$ cat src/rtl/fetch_ctrl_if.sv
// fetch_ctrl_if: bundles the redirect, decode-side and instruction-memory
// signals of the fetch sequencer.
//   slave  : the fetch sequencer (drives imem_req/imem_addr and the if_* slot)
//   master : the surrounding pipeline/memory (drives redirects, stall, ack/rdata)
interface fetch_ctrl_if #(
  parameter int XLEN = 32
);
  // redirect inputs from execute
  logic            redirect_jalr;
  logic [XLEN-1:0] jalr_target;
  logic            redirect_br;
  logic [XLEN-1:0] br_target;
  // decode back-pressure
  logic            stall;
  // instruction memory handshake
  logic            imem_req;
  logic [XLEN-1:0] imem_addr;
  logic            imem_ack;
  logic [XLEN-1:0] imem_rdata;
  // output slot towards decode
  logic            if_valid;
  logic [XLEN-1:0] if_instr;
  logic [XLEN-1:0] if_pc;

  modport slave (
    input  redirect_jalr, jalr_target, redirect_br, br_target, stall,
    input  imem_ack, imem_rdata,
    output imem_req, imem_addr,
    output if_valid, if_instr, if_pc
  );

  modport master (
    output redirect_jalr, jalr_target, redirect_br, br_target, stall,
    output imem_ack, imem_rdata,
    input  imem_req, imem_addr,
    input  if_valid, if_instr, if_pc
  );
endinterface

$ cat src/rtl/fetch_ctrl.sv
// fetch_ctrl: instruction-fetch sequencer.
// Owns the architectural PC, issues one outstanding fetch at a time over a
// req/ack handshake, and presents returned instructions to decode through a
// one-entry output slot backed by a one-entry skid buffer.
// Ports:
//   clk  - clock, all state on rising edge
//   rst  - asynchronous, active-high reset
//   bus  - fetch_ctrl_if.slave: redirects (jalr/br), stall, imem req/addr/ack/rdata,
//          decode slot if_valid/if_instr/if_pc
module fetch_ctrl #(
  parameter int              XLEN      = 32,
  parameter logic [XLEN-1:0] RESET_VEC = XLEN'(32'hBFC00000)
) (
  input  logic        clk,
  input  logic        rst,
  fetch_ctrl_if.slave bus
);

  typedef enum logic [1:0] {
    IDLE  = 2'd0,
    FETCH = 2'd1,
    HOLD  = 2'd2,
    DRAIN = 2'd3
  } state_t;

  typedef struct packed {
    logic [XLEN-1:0] instr;
    logic [XLEN-1:0] pc;
  } slot_t;

  state_t          state;
  logic [XLEN-1:0] pc;
  logic [XLEN-1:0] pending;   // redirect target waiting for the dropped fetch to finish
  slot_t           out_q;
  logic            out_vld;
  slot_t           skid_q;
  logic            skid_vld;

  logic            redirect;
  logic [XLEN-1:0] target_raw;
  logic [XLEN-1:0] target;
  logic [XLEN-1:0] pc_inc;
  logic            consume;
  slot_t           fetched;

  // JALR has priority; targets are word aligned by clearing the low bits.
  assign redirect   = bus.redirect_jalr | bus.redirect_br;
  assign target_raw = bus.redirect_jalr ? bus.jalr_target : bus.br_target;
  assign target     = {target_raw[XLEN-1:2], 2'b00};
  assign pc_inc     = pc + XLEN'(4);   // wraps naturally at 2^XLEN
  assign consume    = out_vld & ~bus.stall;
  assign fetched    = '{instr: bus.imem_rdata, pc: pc};

  // Request and address come straight from state/pc, so the address cannot
  // move while a request is waiting for its ack.
  assign bus.imem_req  = (state == FETCH) || (state == DRAIN);
  assign bus.imem_addr = pc;
  assign bus.if_valid  = out_vld;
  assign bus.if_instr  = out_q.instr;
  assign bus.if_pc     = out_q.pc;

  always_ff @(posedge clk or posedge rst) begin
    if (rst) begin
      state    <= IDLE;
      pc       <= RESET_VEC;
      pending  <= '0;
      out_q    <= '0;
      out_vld  <= 1'b0;
      skid_q   <= '0;
      skid_vld <= 1'b0;
    end else begin
      case (state)
        IDLE: begin
          if (redirect) pc <= target;
          state <= FETCH;
        end

        FETCH: begin
          if (redirect) begin
            // Flush: whatever is in the slot or returning now is wrong-path.
            out_vld  <= 1'b0;
            skid_vld <= 1'b0;
            if (bus.imem_ack) begin
              pc <= target;
            end else begin
              // A fetch is in flight; let it complete and discard it.
              pending <= target;
              state   <= DRAIN;
            end
          end else if (bus.imem_ack) begin
            pc <= pc_inc;
            if (!out_vld || consume) begin
              out_q   <= fetched;
              out_vld <= 1'b1;
            end else begin
              skid_q   <= fetched;
              skid_vld <= 1'b1;
              state    <= HOLD;
            end
          end else if (consume) begin
            out_vld <= 1'b0;
          end
        end

        HOLD: begin
          if (redirect) begin
            out_vld  <= 1'b0;
            skid_vld <= 1'b0;
            pc       <= target;
            state    <= FETCH;
          end else if (!bus.stall) begin
            // Slot is always full in HOLD, so stall=0 means it drains now.
            out_q    <= skid_q;
            out_vld  <= 1'b1;
            skid_vld <= 1'b0;
            state    <= FETCH;
          end
        end

        DRAIN: begin
          out_vld  <= 1'b0;
          skid_vld <= 1'b0;
          if (redirect) pending <= target;
          if (bus.imem_ack) begin
            // Response is dropped; a same-cycle redirect is the newest target.
            pc    <= redirect ? target : pending;
            state <= FETCH;
          end
        end

        default: state <= IDLE;
      endcase
    end
  end

endmodule

$ cat src/flat_wrapper.sv
// flat-port wrapper written by rule: the top's interface ports become plain ports
module fetch_ctrl_flat 
#(
  parameter int              XLEN      = 32,
  parameter logic [XLEN-1:0] RESET_VEC = XLEN'(32'hBFC00000)
)
  (clk, rst, bus_redirect_jalr, bus_jalr_target, bus_redirect_br, bus_br_target, bus_stall, bus_imem_ack, bus_imem_rdata, bus_imem_req, bus_imem_addr, bus_if_valid, bus_if_instr, bus_if_pc);
  fetch_ctrl_if #(.XLEN(XLEN)) bus_i ();
  input  logic clk;
  input  logic rst;
  input wire logic [$bits(bus_i.redirect_jalr)-1:0] bus_redirect_jalr;
  input wire logic [$bits(bus_i.jalr_target)-1:0] bus_jalr_target;
  input wire logic [$bits(bus_i.redirect_br)-1:0] bus_redirect_br;
  input wire logic [$bits(bus_i.br_target)-1:0] bus_br_target;
  input wire logic [$bits(bus_i.stall)-1:0] bus_stall;
  input wire logic [$bits(bus_i.imem_ack)-1:0] bus_imem_ack;
  input wire logic [$bits(bus_i.imem_rdata)-1:0] bus_imem_rdata;
  output wire logic [$bits(bus_i.imem_req)-1:0] bus_imem_req;
  output wire logic [$bits(bus_i.imem_addr)-1:0] bus_imem_addr;
  output wire logic [$bits(bus_i.if_valid)-1:0] bus_if_valid;
  output wire logic [$bits(bus_i.if_instr)-1:0] bus_if_instr;
  output wire logic [$bits(bus_i.if_pc)-1:0] bus_if_pc;
  assign bus_i.redirect_jalr = bus_redirect_jalr;
  assign bus_i.jalr_target = bus_jalr_target;
  assign bus_i.redirect_br = bus_redirect_br;
  assign bus_i.br_target = bus_br_target;
  assign bus_i.stall = bus_stall;
  assign bus_i.imem_ack = bus_imem_ack;
  assign bus_i.imem_rdata = bus_imem_rdata;
  assign bus_imem_req = bus_i.imem_req;
  assign bus_imem_addr = bus_i.imem_addr;
  assign bus_if_valid = bus_i.if_valid;
  assign bus_if_instr = bus_i.if_instr;
  assign bus_if_pc = bus_i.if_pc;
  fetch_ctrl #(.XLEN(XLEN), .RESET_VEC(RESET_VEC)) u_core (.clk(clk), .rst(rst), .bus(bus_i));
endmodule
$ cat config.mk
export PLATFORM = sky130hd
export DESIGN_NAME = fetch_ctrl_flat
export DESIGN_NICKNAME = d
export VERILOG_FILES = /design/src/rtl/fetch_ctrl_if.sv /design/src/rtl/fetch_ctrl.sv /design/src/flat_wrapper.sv
export SDC_FILE = /design/constraint.sdc
export NUM_CORES = 1
export LEC_CHECK = 0
export BUFFER_PORTS_ARGS = -buffer_cell sky130_fd_sc_hd__buf_2
export CORE_MARGIN = 1
export CORE_UTILIZATION = 40
export DETAILED_ROUTE_END_ITERATION = 7
export HOLD_SLACK_MARGIN = 0.05
export MAX_ROUTING_LAYER = met4
export PLACE_DENSITY_LB_ADDON = 0.08
export REMOVE_ABC_BUFFERS = 1
export SLEW_MARGIN = 20
export SYNTH_ARGS = -nofsm -noshare
export SYNTH_HDL_FRONTEND = slang
export SYNTH_SLANG_ARGS = --single-unit
$ cat constraint.sdc
create_clock -name clk -period 8.85 [get_ports clk]
set_clock_uncertainty 0.1 [all_clocks]
set_input_delay 1.77 -clock clk [delete_from_list [all_inputs] [get_ports clk]]
set_output_delay 1.77 -clock clk [all_outputs]
set_load 0.03 [all_outputs]
* Yosys cells after proc, flatten, opt, wreduce, memory -nomap -nowiden
Index checks and enable logic that the tools add are counted.
** Operators by class
- Mux-type cells :: 32
- Bitwise gates (word level) :: 5
- Add/sub/neg operators :: 1
- Reductions and logical operators :: 14
- Equal/unequal tests :: 18
** Operators with widths (count)
- $mux 64 :: 5
- $mux 32 :: 9
- $pmux 64 s2 :: 1
- $pmux 32 s3 :: 1
- $pmux 32 s2 :: 1
- $add 32x3->32 const B :: 1
- $mux 2 :: 7
- $ne 2x2->1 const B :: 7
- $ne 3x2->1 const B :: 3
- $pmux 2 s4 :: 1
- $reduce_and 4->1 :: 2
- $mux 1 :: 6
- $reduce_and 3->1 :: 2
- $reduce_and 6->1 :: 1
- $reduce_and 5->1 :: 1
- $eq 2x2->1 const B :: 2
- $ne 2x1->1 const B :: 2
- $ne 4x2->1 const B :: 1
- $ne 4x3->1 const B :: 1
- $reduce_bool 2->1 :: 2
- $ne 3x3->1 const B :: 1
- $not 1->1 :: 3
- $pmux 1 s3 :: 1
- $reduce_bool 3->1 :: 1
- other kinds (7) :: 8
** Word-level totals
- Input bits :: 102
- Logic and storage cells :: 78
- Register bits after elaboration :: 195

* Depth between registers and ports, before layout
- Depth in word-level cells :: 7
- Mapped depth :: 9
- Gate-level depth less buffers :: 6

* Worst setup path before layout
No wires, ideal clock.
- Path kind :: input to register
- Start :: input port bus_redirect_br
- End :: register u_core.skid_q[32] (netlist bit)
- Arrival time :: 3.209 ns
- Buffers on the path :: 4
- Data required time :: 8.623 ns
- Cell stages on the path :: 8
- Path slack :: 5.413 ns
- Cells stage by stage :: nand2b_1 -> buf_2 -> or3_1 -> buf_2 -> nor2_4 -> buf_6 -> buf_6 -> mux2_1
** On the way
- Longest elaborated chain between the ends :: 3
** RTL lines
- start, declared :: RTL line flat_wrapper.sv:13 : input wire logic [$bits(bus_i.redirect_br)-1:0] bus_redirect_br;
- $or 1x1->1 :: RTL line fetch_ctrl.sv:47 : assign redirect = bus.redirect_jalr | bus.redirect_br;
- $not 1->1 (no line)
- $reduce_and 4->1 (no line)
- end signal, assigned :: RTL line fetch_ctrl.sv:96 : skid_q <= fetched;
- end, declared :: RTL line fetch_ctrl.sv:36 : slot_t skid_q;
Every way passes these cells.
A chain may end at the register's enable or synchronous reset.

* Final worst setup path
- Start :: input port bus_redirect_br
- End :: register u_core.skid_q[3] (netlist bit)
The elaborated chain is that of the path after synthesis.

==> reports/results.ini <==
[yosys]
synth.most_common_cell=dfrtp_1
syn_area_per_cell_um2=10.0
netlist.area_leader.share_pct=47.8
synthTopCellsByCount=186 x dfrtp_1, 139 x o21ai_0, 130 x nand2_1
synth_top_area_cell=dfrtp_1
synthCells=971
synth_edf_count=0
async_flop_share_pct=100
synth_seq_cells=195
synth_ff_type=dfrtp_1
yosysUniqueCellTypes=64
ys_seq_area_share_pct=50.2
ys_top_cells_by_area=dfrtp_1 48%, mux2i_1 7.8%, mux2_1 7.4%
synth_warnings=0
netlist_area_um2=9750

[final_layout]
n_antenna_cell=0
syn_to_final_growth_pct=17.3
fillers=2298
layout.nets=1218
drive_gt1_share_pct=22.8

[floorplan]
core_area_um2=23700
die_h_um=158
dieArea_um2=25000
rows=56
io_pins=200
die_w_um=158
initial_core_util_pct=41.2

[pwr]
clockPowerShare_pct=32.0
power.share.sequential_pct=45.0
p_sw_share_pct=35.4
power.density_nw_per_um2=218
ir_worst_vdd_v=0.000119
p_sw_mw=0.883
finalPower_mw=2.49
power.leakage_nw=5.39
p_int_mw=1.61
combPwrFrac_pct=23.0

[timing]
fin_crit_ps=4970
rsz0062_at_grt=false
setup_viol=0
maxSlewViolCount=0
hold_viol=0
worstMarginPinSlew_ps=1050
tns_ps=0
period_share_pct=56.1
slew_headroom_pct=29.6
max_freq_mhz=201

[route]
drtIter0Drc=373
via_per_inst=5.34
vias=7728
drt_first_pass_iters=4
wirelength_um=25700
wire_per_inst_um=17.8
ant_nets=0
drc=0

[global_route]
grt_pass1_wl_um=40600
gr-total-overflow=0
grt_pass1_vias=7361
grt_max_degree=124
grt.total_usage_pct=21.9
antenna_found_initial=0

[cts]
cts_resized=0
postCtsSetupBuffers=0
root_buffer=clkbuf_16
cts_tree=done
clkSinkCount=195
hold_buffers=0
clk_path_buf_depth=2
h-tree-depth=4
worstSkewPairLatency_ps=440
path_clk_slew_ps=70
numCtsBuffers=17

[critical_path]
crit_required_ps=9060
cp-end-kind=register
start_kind=primary input
worstRegToRegCells=6
r2r_setup_slack_ps=4830
critPathMaxFanout=57
r2r_start=u_core.state[0]$_DFFE_PP0P_
timing.rr.end=u_core.skid_q[3]$_DFFE_PP0P_
path_class=primary input to register
cp.arrival_ps=5180

[placement]
routabilityCongestion=0.770
io_buffers=195
detailed_place_hpwl_um=16700

[worst_hold_path]
min_path_cells=2
holdCritPathClass=register to register
worstHoldEndpoint=u_core.bus.if_instr[27]$_DFFE_PP0P_
worstHoldStart=u_core.bus.if_instr[27]$_DFFE_PP0P_

[run_status]
status=finished, final reports clean

[job]
drv_cap=0

[logic make-up (layout without fill, tap and decap cells)]
family                     count (synthesis)  after routing  synth area share, %
buffers and inverters                     96            253                 4.69
adders and majority gates                  1              1                0.128
xor gates and xnor gates                   3              3                0.270
and+or+nand+nor                          263            263                 13.2
DFF                                      195            195                 50.2
muxes                                    143            143                 15.5
AOI/OAI and AO/OA                        270            270                 16.0
[metrics by stage]
stage          utilization [%]  setup slack (ps)  cells  hold slack (ps)  area, µm²
2_1_floorplan                -              1020    891              342       9350
3_5_place_dp              45.7              3330   1415              363      10800
4_1_cts                   48.2              3800   1447              380      11400
6_report                  48.3              3880   1447              375      11400
3_3_place_gp              45.7              3350   1415              354      10800
5_1_grt                   48.3              3650   1447              397      11400
[placed cells by master, fill, tap and decap left out, drive strengths merged, types with 5 or more instances in the layout]
cell,instances
and4,8
mux2,67
o21ai,145
clkbuf,18
clkinv,5
dfrtp,186
nor2,34
nor3,15
nor2b,6
nand3,17
a211oi,5
nand4,13
and4b,10
dfstp,9
buf,205
a31oi,7
a22o,5
a2bb2oi,5
a41oi,6
a21boi,9
a21oi,55
nand2,130
and3,6
mux2i,76
inv,22
o22ai,6
and2,7
[critical path: stages]
cell and delay, ps:
buf_2 260, nand2b_1 570, or3_1 900, nor2_4 470, buf_4 760, mux2_1 380
[power by group through the flow]
stage | combinational, mW | clock [mW] | sequential, mW
6_report | 0.574 | 0.797 | 1.12
5_1_grt | 0.632 | 0.851 | 1.14
4_1_cts | 0.580 | 0.820 | 1.12
3_5_place_dp | 0.579 | 0 | 1.14
3_3_place_gp | 0.575 | 0 | 1.13
2_1_floorplan | 0.191 | 0 | 1.31
[state kept, by name, indices dropped and copies added, names as in the netlist]
| name | count |
|---|---|
| u_core.bus.imem_addr | 32 |
| u_core.bus.if_valid | 1 |
| u_core.bus.if_instr | 32 |
| u_core.skid_q | 64 |
| u_core.state | 2 |
| u_core.pending | 32 |
| u_core.bus.if_pc | 32 |
[area by class of cell]
cell class / instances / area (µm²) / area share [%]
timing repair buffer: 205 / 1050 / 9.19
sequential: 195 / 4890 / 42.8
inverter: 16 / 67.6 / 0.591
multi-input combinational: 680 / 4420 / 38.7
clock buffer: 18 / 429 / 3.75
tap: 319 / 399 / 3.49
clock inverter: 14 / 169 / 1.48
[metal layers]
layer	up-vias	track usage [%]	part of all wire, %
li1	3774	-	-
met1	3724	29.3	47
met2	210	34.3	46
met3	20	3.50	5.1
met4	0	6.09	1.3
met5	-	-	0
[worst max path at each step]
stage | from | endpoint | slack (ps) | cells past startpoint
5_1_grt | bus_redirect_br | u_core.skid_q[59]$_DFFE_PP0P_ | 3650 | 6
3_5_place_dp | bus_redirect_br | u_core.skid_q[59]$_DFFE_PP0P_ | 3330 | 6
6_report | bus_redirect_br | u_core.skid_q[3]$_DFFE_PP0P_ | 3880 | 6
4_1_cts | bus_redirect_br | u_core.skid_q[59]$_DFFE_PP0P_ | 3800 | 6
3_3_place_gp | bus_redirect_br | u_core.skid_q[0]$_DFFE_PP0P_ | 3350 | 6
2_1_floorplan | u_core.state[1]$_DFFE_PP0P_ | u_core.bus.if_instr[0]$_DFFE_PP0P_ | 1020 | 5
No activity file was read; power rests on OpenSTA's default activity.
